$ cat src/rtl/ddr_rw_sched.sv
// Write/read burst scheduler between a staging write FIFO and a MIG-style DDR
// controller. DDR is used as a circular buffer of 2^PTR_W bursts.
module ddr_rw_sched #(
  parameter int PTR_W       = 8,
  parameter int BURST_WORDS = 4,
  parameter int ADDR_LSB    = 2,
  parameter int MAX_WR_RUN  = 4
) (
  input  logic             sys_clk,
  input  logic             reset,
  input  logic             phy_init_done,
  input  logic             app_af_afull,
  input  logic             app_wdf_afull,
  input  logic             wr_req,
  input  logic             rd_req,
  output logic             wr_fifo_rd,
  output logic             app_wdf_wren,
  output logic             app_af_wren,
  output logic [2:0]       app_af_cmd,
  output logic [30:0]      app_af_addr,
  output logic [PTR_W:0]   burst_level,
  output logic             ddr_full,
  output logic             ddr_empty
);

  localparam int BEAT_W = $clog2(BURST_WORDS + 1);
  localparam int RUN_W  = $clog2(MAX_WR_RUN + 1);
  localparam int LVL_W  = PTR_W + 1;

  localparam logic [BEAT_W-1:0] BEAT_MAX = BEAT_W'(BURST_WORDS);
  localparam logic [RUN_W-1:0]  RUN_MAX  = RUN_W'(MAX_WR_RUN);
  localparam logic [LVL_W-1:0]  LVL_MAX  = LVL_W'(1) << PTR_W;
  localparam logic [2:0]        CMD_WR   = 3'b000;
  localparam logic [2:0]        CMD_RD   = 3'b001;

  typedef enum logic [2:0] {
    INIT    = 3'd0,
    ARB     = 3'd1,
    WR_DATA = 3'd2,
    WR_CMD  = 3'd3,
    RD_CMD  = 3'd4,
    GAP     = 3'd5
  } state_t;

  state_t              state_q, state_d;
  logic                pop_q, pop_d;
  logic                wdf_wren_q, wdf_wren_d;
  logic                af_wren_q, af_wren_d;
  logic [2:0]          cmd_q, cmd_d;
  logic [30:0]         addr_q, addr_d;
  logic [PTR_W-1:0]    wr_ptr_q, wr_ptr_d;
  logic [PTR_W-1:0]    rd_ptr_q, rd_ptr_d;
  logic [BEAT_W-1:0]   beat_q, beat_d;
  logic [RUN_W-1:0]    run_q, run_d;
  logic [LVL_W-1:0]    level_q, level_d;
  logic                full_q, full_d;
  logic                empty_q, empty_d;
  logic                wr_elig_s;
  logic                rd_elig_s;

  function automatic logic [30:0] mk_addr(input logic [PTR_W-1:0] ptr);
    mk_addr = 31'(ptr) << ADDR_LSB;
  endfunction

  assign wr_elig_s = wr_req & ~full_q & ~app_wdf_afull & ~app_af_afull;
  assign rd_elig_s = rd_req & ~empty_q & ~app_af_afull;

  always_comb begin
    state_d    = state_q;
    pop_d      = 1'b0;
    wdf_wren_d = pop_q;
    af_wren_d  = 1'b0;
    cmd_d      = cmd_q;
    addr_d     = addr_q;
    wr_ptr_d   = wr_ptr_q;
    rd_ptr_d   = rd_ptr_q;
    beat_d     = beat_q;
    run_d      = run_q;
    level_d    = level_q;

    case (state_q)
      INIT: begin
        if (phy_init_done) begin
          state_d = ARB;
        end else begin
          state_d = INIT;
        end
      end
      // Writes win unless a read is waiting and the write run is exhausted.
      ARB: begin
        if (wr_elig_s && (!rd_elig_s || (run_q < RUN_MAX))) begin
          state_d = WR_DATA;
          pop_d   = 1'b1;
          beat_d  = BEAT_W'(1);
        end else if (rd_elig_s) begin
          state_d = RD_CMD;
        end else begin
          state_d = ARB;
        end
      end
      WR_DATA: begin
        if (beat_q == BEAT_MAX) begin
          state_d = WR_CMD;
        end else if (!app_wdf_afull) begin
          pop_d  = 1'b1;
          beat_d = beat_q + BEAT_W'(1);
        end else begin
          pop_d  = 1'b0;
        end
      end
      WR_CMD: begin
        if (!app_af_afull) begin
          af_wren_d = 1'b1;
          cmd_d     = CMD_WR;
          addr_d    = mk_addr(wr_ptr_q);
          wr_ptr_d  = wr_ptr_q + PTR_W'(1);
          level_d   = level_q + LVL_W'(1);
          run_d     = (run_q == RUN_MAX) ? run_q : run_q + RUN_W'(1);
          beat_d    = BEAT_W'(0);
          state_d   = GAP;
        end else begin
          state_d   = WR_CMD;
        end
      end
      RD_CMD: begin
        if (!app_af_afull) begin
          af_wren_d = 1'b1;
          cmd_d     = CMD_RD;
          addr_d    = mk_addr(rd_ptr_q);
          rd_ptr_d  = rd_ptr_q + PTR_W'(1);
          level_d   = level_q - LVL_W'(1);
          run_d     = RUN_W'(0);
          state_d   = GAP;
        end else begin
          state_d   = RD_CMD;
        end
      end
      GAP: begin
        state_d = ARB;
      end
      default: begin
        state_d = INIT;
      end
    endcase
  end

  assign full_d  = (level_d == LVL_MAX);
  assign empty_d = (level_d == LVL_W'(0));

  // State and registered outputs.
  always_ff @(posedge sys_clk) begin
    if (reset) begin
      state_q    <= INIT;
      pop_q      <= 1'b0;
      wdf_wren_q <= 1'b0;
      af_wren_q  <= 1'b0;
      cmd_q      <= 3'b000;
      addr_q     <= 31'd0;
      wr_ptr_q   <= '0;
      rd_ptr_q   <= '0;
      beat_q     <= '0;
      run_q      <= '0;
      level_q    <= '0;
      full_q     <= 1'b0;
      empty_q    <= 1'b1;
    end else begin
      state_q    <= state_d;
      pop_q      <= pop_d;
      wdf_wren_q <= wdf_wren_d;
      af_wren_q  <= af_wren_d;
      cmd_q      <= cmd_d;
      addr_q     <= addr_d;
      wr_ptr_q   <= wr_ptr_d;
      rd_ptr_q   <= rd_ptr_d;
      beat_q     <= beat_d;
      run_q      <= run_d;
      level_q    <= level_d;
      full_q     <= full_d;
      empty_q    <= empty_d;
    end
  end

  assign wr_fifo_rd   = pop_q;
  assign app_wdf_wren = wdf_wren_q;
  assign app_af_wren  = af_wren_q;
  assign app_af_cmd   = cmd_q;
  assign app_af_addr  = addr_q;
  assign burst_level  = level_q;
  assign ddr_full     = full_q;
  assign ddr_empty    = empty_q;

endmodule

$ cat config.mk
export PLATFORM = sky130hd
export DESIGN_NAME = ddr_rw_sched
export DESIGN_NICKNAME = d
export VERILOG_FILES = /design/src/rtl/ddr_rw_sched.sv
export SDC_FILE = /design/constraint.sdc
export NUM_CORES = 1
export LEC_CHECK = 0
export CORE_MARGIN = 5
export CORE_UTILIZATION = 40
export CTS_BUF_LIST = sky130_fd_sc_hd__clkbuf_8
export CTS_CLUSTER_SIZE = 8
export DETAILED_ROUTE_END_ITERATION = 6
export GPL_TIMING_DRIVEN = 0
export PLACE_DENSITY_LB_ADDON = 0.15
export SYNTH_ARGS = -nofsm -noshare
export SYNTH_HDL_FRONTEND = slang
export SYNTH_SLANG_ARGS = --single-unit
$ cat constraint.sdc
create_clock -name sys_clk -period 3.3 [get_ports sys_clk]
set_clock_uncertainty 0.2 [all_clocks]
set_input_delay 0.33 -clock sys_clk [delete_from_list [all_inputs] [get_ports sys_clk]]
set_output_delay 0.33 -clock sys_clk [all_outputs]
set_load 0.1 [all_outputs]
==> flow_metrics.py <==
metrics = {
    "floorplan": {
        "core_area_um2": 6280,
        "fp.dieW_um": 89.7,
        "fp.dieArea_um2": 8040,
        "initial_core_util_pct": 40.4,
        "die-height_um": 89.7,
        "fp-row-count": 29,
        "io_pins": 55,
    },
    "synthesis": {
        "synthAdderAreaFrac_pct": 3.94,
        "syn_area_um2": 2540,
        "synth_mux_area_share_pct": 1.18,
        "syn_area_per_cell_um2": 8.32,
        "synth_edf_count": 0,
        "synth_compound_area_share_pct": 13.6,
        "synth_warnings": 0,
        "synth_xor_area_share_pct": 6.21,
        "synth-simple-area-share_pct": 25.1,
        "synth_top_family_by_area": "simple AND/OR/NAND/NOR gates",
        "seq_area_frac_synth_pct": 37.9,
        "synthCells": 305,
        "async_reset_ff_share_pct": 0,
        "ys.flop_type": "dfxtp_1",
        "ys_types": 50,
        "synth_seq_cells": 48,
    },
    "critical_path": {
        "crit_path_max_incr_delay_ps": 1200,
        "crit_slowest_cell": "clkdlybuf4s50_1",
        "critPathTopFamily": "buffers and inverters",
        "criticalPathCategory": "register to output pin",
        "cp-startpoint": "burst_level[1]",
        "arrival_ps": 2010,
        "startpoint_type": "register",
        "critPathBufInv": 1,
        "path_max_fanout": 9,
        "worstPathRequired_ps": 2770,
        "cp_cell_sequence": "clkdlybuf4s50_1",
        "critPathCaptureType": "output pin",
        "reg2reg_from": "state_q[0]",
    },
    "layout": {
        "area_growth_pct": 21.8,
        "fillerInstances": 644,
        "antenna_cells": 0,
        "drive_above_1_share_pct": 12.1,
        "layout.nets": 378,
        "final_area_um2": 3090,
        "fin_cells": 441,
    },
    "placed_design": {
        "dpl-instance-area_um2": 3000,
        "gp_congestion": 0.773,
        "numPortBuffers": 27,
        "detailed_place_hpwl_mm": 4.23,
        "post-place-cells": 433,
    },
    "sta": {
        "tns_ps": 0,
        "min_period_ps": 2540,
        "period_share_pct": 77.1,
        "rsz0062_at_grt": "no",
        "final_max_slew_viol_count": 0,
        "relSlewSlack_pct": 35.1,
        "worstMarginPinSlew_ps": 971,
        "max_freq_ghz": 0.393,
        "final-hold-violation-count": 0,
        "setup_viol": 0,
    },
    "clocking": {
        "numCtsBuffers": 5,
        "postCtsSetupRepairBufs": 0,
        "ctsResizeCount": 0,
        "path_clk_slew_ps": 90,
        "cts_max_path_buffers": 2,
        "htreeDepth": 2,
        "cts_hold_buffers": 0,
        "cts_tree": "done",
        "clock-root-buffer": "clkbuf_8",
        "clk_latency_ps": 300,
        "clock_sinks": 48,
    },
    "detailed_routing": {
        "viasPerCell": 4.94,
        "wl_mm": 5.59,
        "dr.pass1.iters": 4,
        "drc": 0,
        "first_iter_violations": 98,
        "routedWlPerCell_um": 12.7,
        "vias": 2179,
        "ant_nets": 0,
    },
    "flow_run": {
        "drv_cap": 0,
    },
    "global_route": {
        "first_global_vias": 2023,
        "grt_pass1_wl_mm": 9.20,
        "grt_overflow": 0,
        "grt_antenna_before_repair": 0,
        "grt_use_total_pct": 14.6,
        "grt_max_degree": 16,
    },
    "pwr": {
        "pwr-share-seq_pct": 49.3,
        "ir_worst_vdd_v": 0.000193,
        "p_sw_share_pct": 33.1,
        "powerDensity_nw_per_um2": 385,
        "power_frac_clock_pct": 31.8,
        "p_leak_uw": 0.00119,
        "p_int_uw": 797,
        "power_switching_uw": 394,
        "share_comb_of_total_power_pct": 18.9,
    },
    "status": {
        "status": "finished, final reports clean",
    },
    "hold_path": {
        "hp-start": "reset",
        "hold_class": "input pin to register",
    },
}
routing by layer:
metal	vias up	part of all wire, %	wire length (um)	GRT usage, %
met5	-	0	0	0
met4	0	1.8	98	4.60
met3	8	5.6	313	3.47
met2	51	45	2530	22.9
met1	1001	47	2640	19.6
li1	1119	-	-	-
cell families (layout without fill, tap and decap cells):
| kind of cell | Yosys count | in the layout |
|---|---|---|
| adder cells (fa/ha/maj) | 8 | 8 |
| AND/OR/NAND/NOR | 125 | 125 |
| multiplexers | 3 | 3 |
| flip-flops | 48 | 48 |
| other | 1 | 25 |
| XOR/XNOR | 18 | 18 |
| buffers and inverters | 54 | 89 |
| AO/OA/AOI/OAI | 48 | 48 |
power by group through the flow:
stage	logic [uW]	registers (uW)	clock network (uW)
final	225	587	379
after CTS	224	587	392
after global routing	236	588	409
after floorplan	184	618	0
after detailed placement	224	601	0
after global placement	223	601	0
placed cells by master (no fill, tap or decap), drive strengths merged, types with 8 or more instances in the layout:
cell / instances
a21oi: 12
a311oi: 8
buf: 30
clkbuf: 16
clkdlybuf4s50: 27
conb: 25
dfxtp: 48
ha: 8
inv: 14
nand2: 26
nand3: 12
nor2: 40
nor3: 11
o21ai: 8
xor2: 13
cells in the mapped netlist (all sizes together), types with 2 or more instances:
cell    number  share of area (%)
a211oi       4                1.2
a21oi       12                2.5
a311oi       8                2.8
and2         2               0.49
and3         4               0.99
and4         3                1.0
buf         30                8.4
clkbuf      10                1.5
dfxtp       48                 38
ha           8                3.9
inv         14                2.1
mux2i        3                1.2
nand2       26                3.8
nand2b       5                1.2
nand3       12                2.4
nand4        5                1.2
nand4b       2               0.69
nor2        40                5.9
nor2b        3               0.74
nor3        11                2.2
nor3b        2               0.79
nor4         2               0.49
o21a         2               0.59
o21ai        8                1.6
o22ai        2               0.49
or3          2               0.49
xnor2        5                1.7
xor2        13                4.5
stage by stage:
step | utilization, % | setup slack (ps) | hold WS [ps] | power [uW]
finish | 49.3 | 756 | 213 | 1190
global route | 49.3 | 704 | 269 | 1230
CTS | 49.3 | 740 | 207 | 1200
detailed placement | 47.7 | 926 | 262 | 825
global placement | 47.7 | 923 | 263 | 824
floorplan | - | 548 | 249 | 802
worst register-to-register path, delay by kind of cell (launching register included):
kind,cells,cell delay [ps]
xor+xnor,1,200
compound gates,2,760
flops,1,310
buf+inv,1,180
simple gates,2,620
layout make-up:
class	instances	area, um2	share of cell area, %
Timing Repair Buffer	27	270	8.74
Multi-Input combinational cell	227	1370	44.1
Clock buffer	6	82.6	2.67
Clock inverter	2	15.0	0.485
Sequential cell	48	961	31.1
Tap cell	77	96.3	3.11
Inverter	14	52.6	1.70
Buffer	40	250	8.09
registers in the layout, indices dropped and copies added, names as in the netlist, 3 cells and up:
register     flops
app_af_addr      8
wr_ptr_q         8
beat_q           3
run_q            3
rd_ptr_q         8
burst_level      9
state_q          3
final timing paths:
path	end	slack, ps	depth (start not counted)
setup / recovery	burst_level[1]	760	1
hold / removal	app_wdf_wren	210	2
setup reg to reg	ddr_empty	950	6
hold reg to reg	app_wdf_wren	270	1
(Power assumes the default switching activity.)
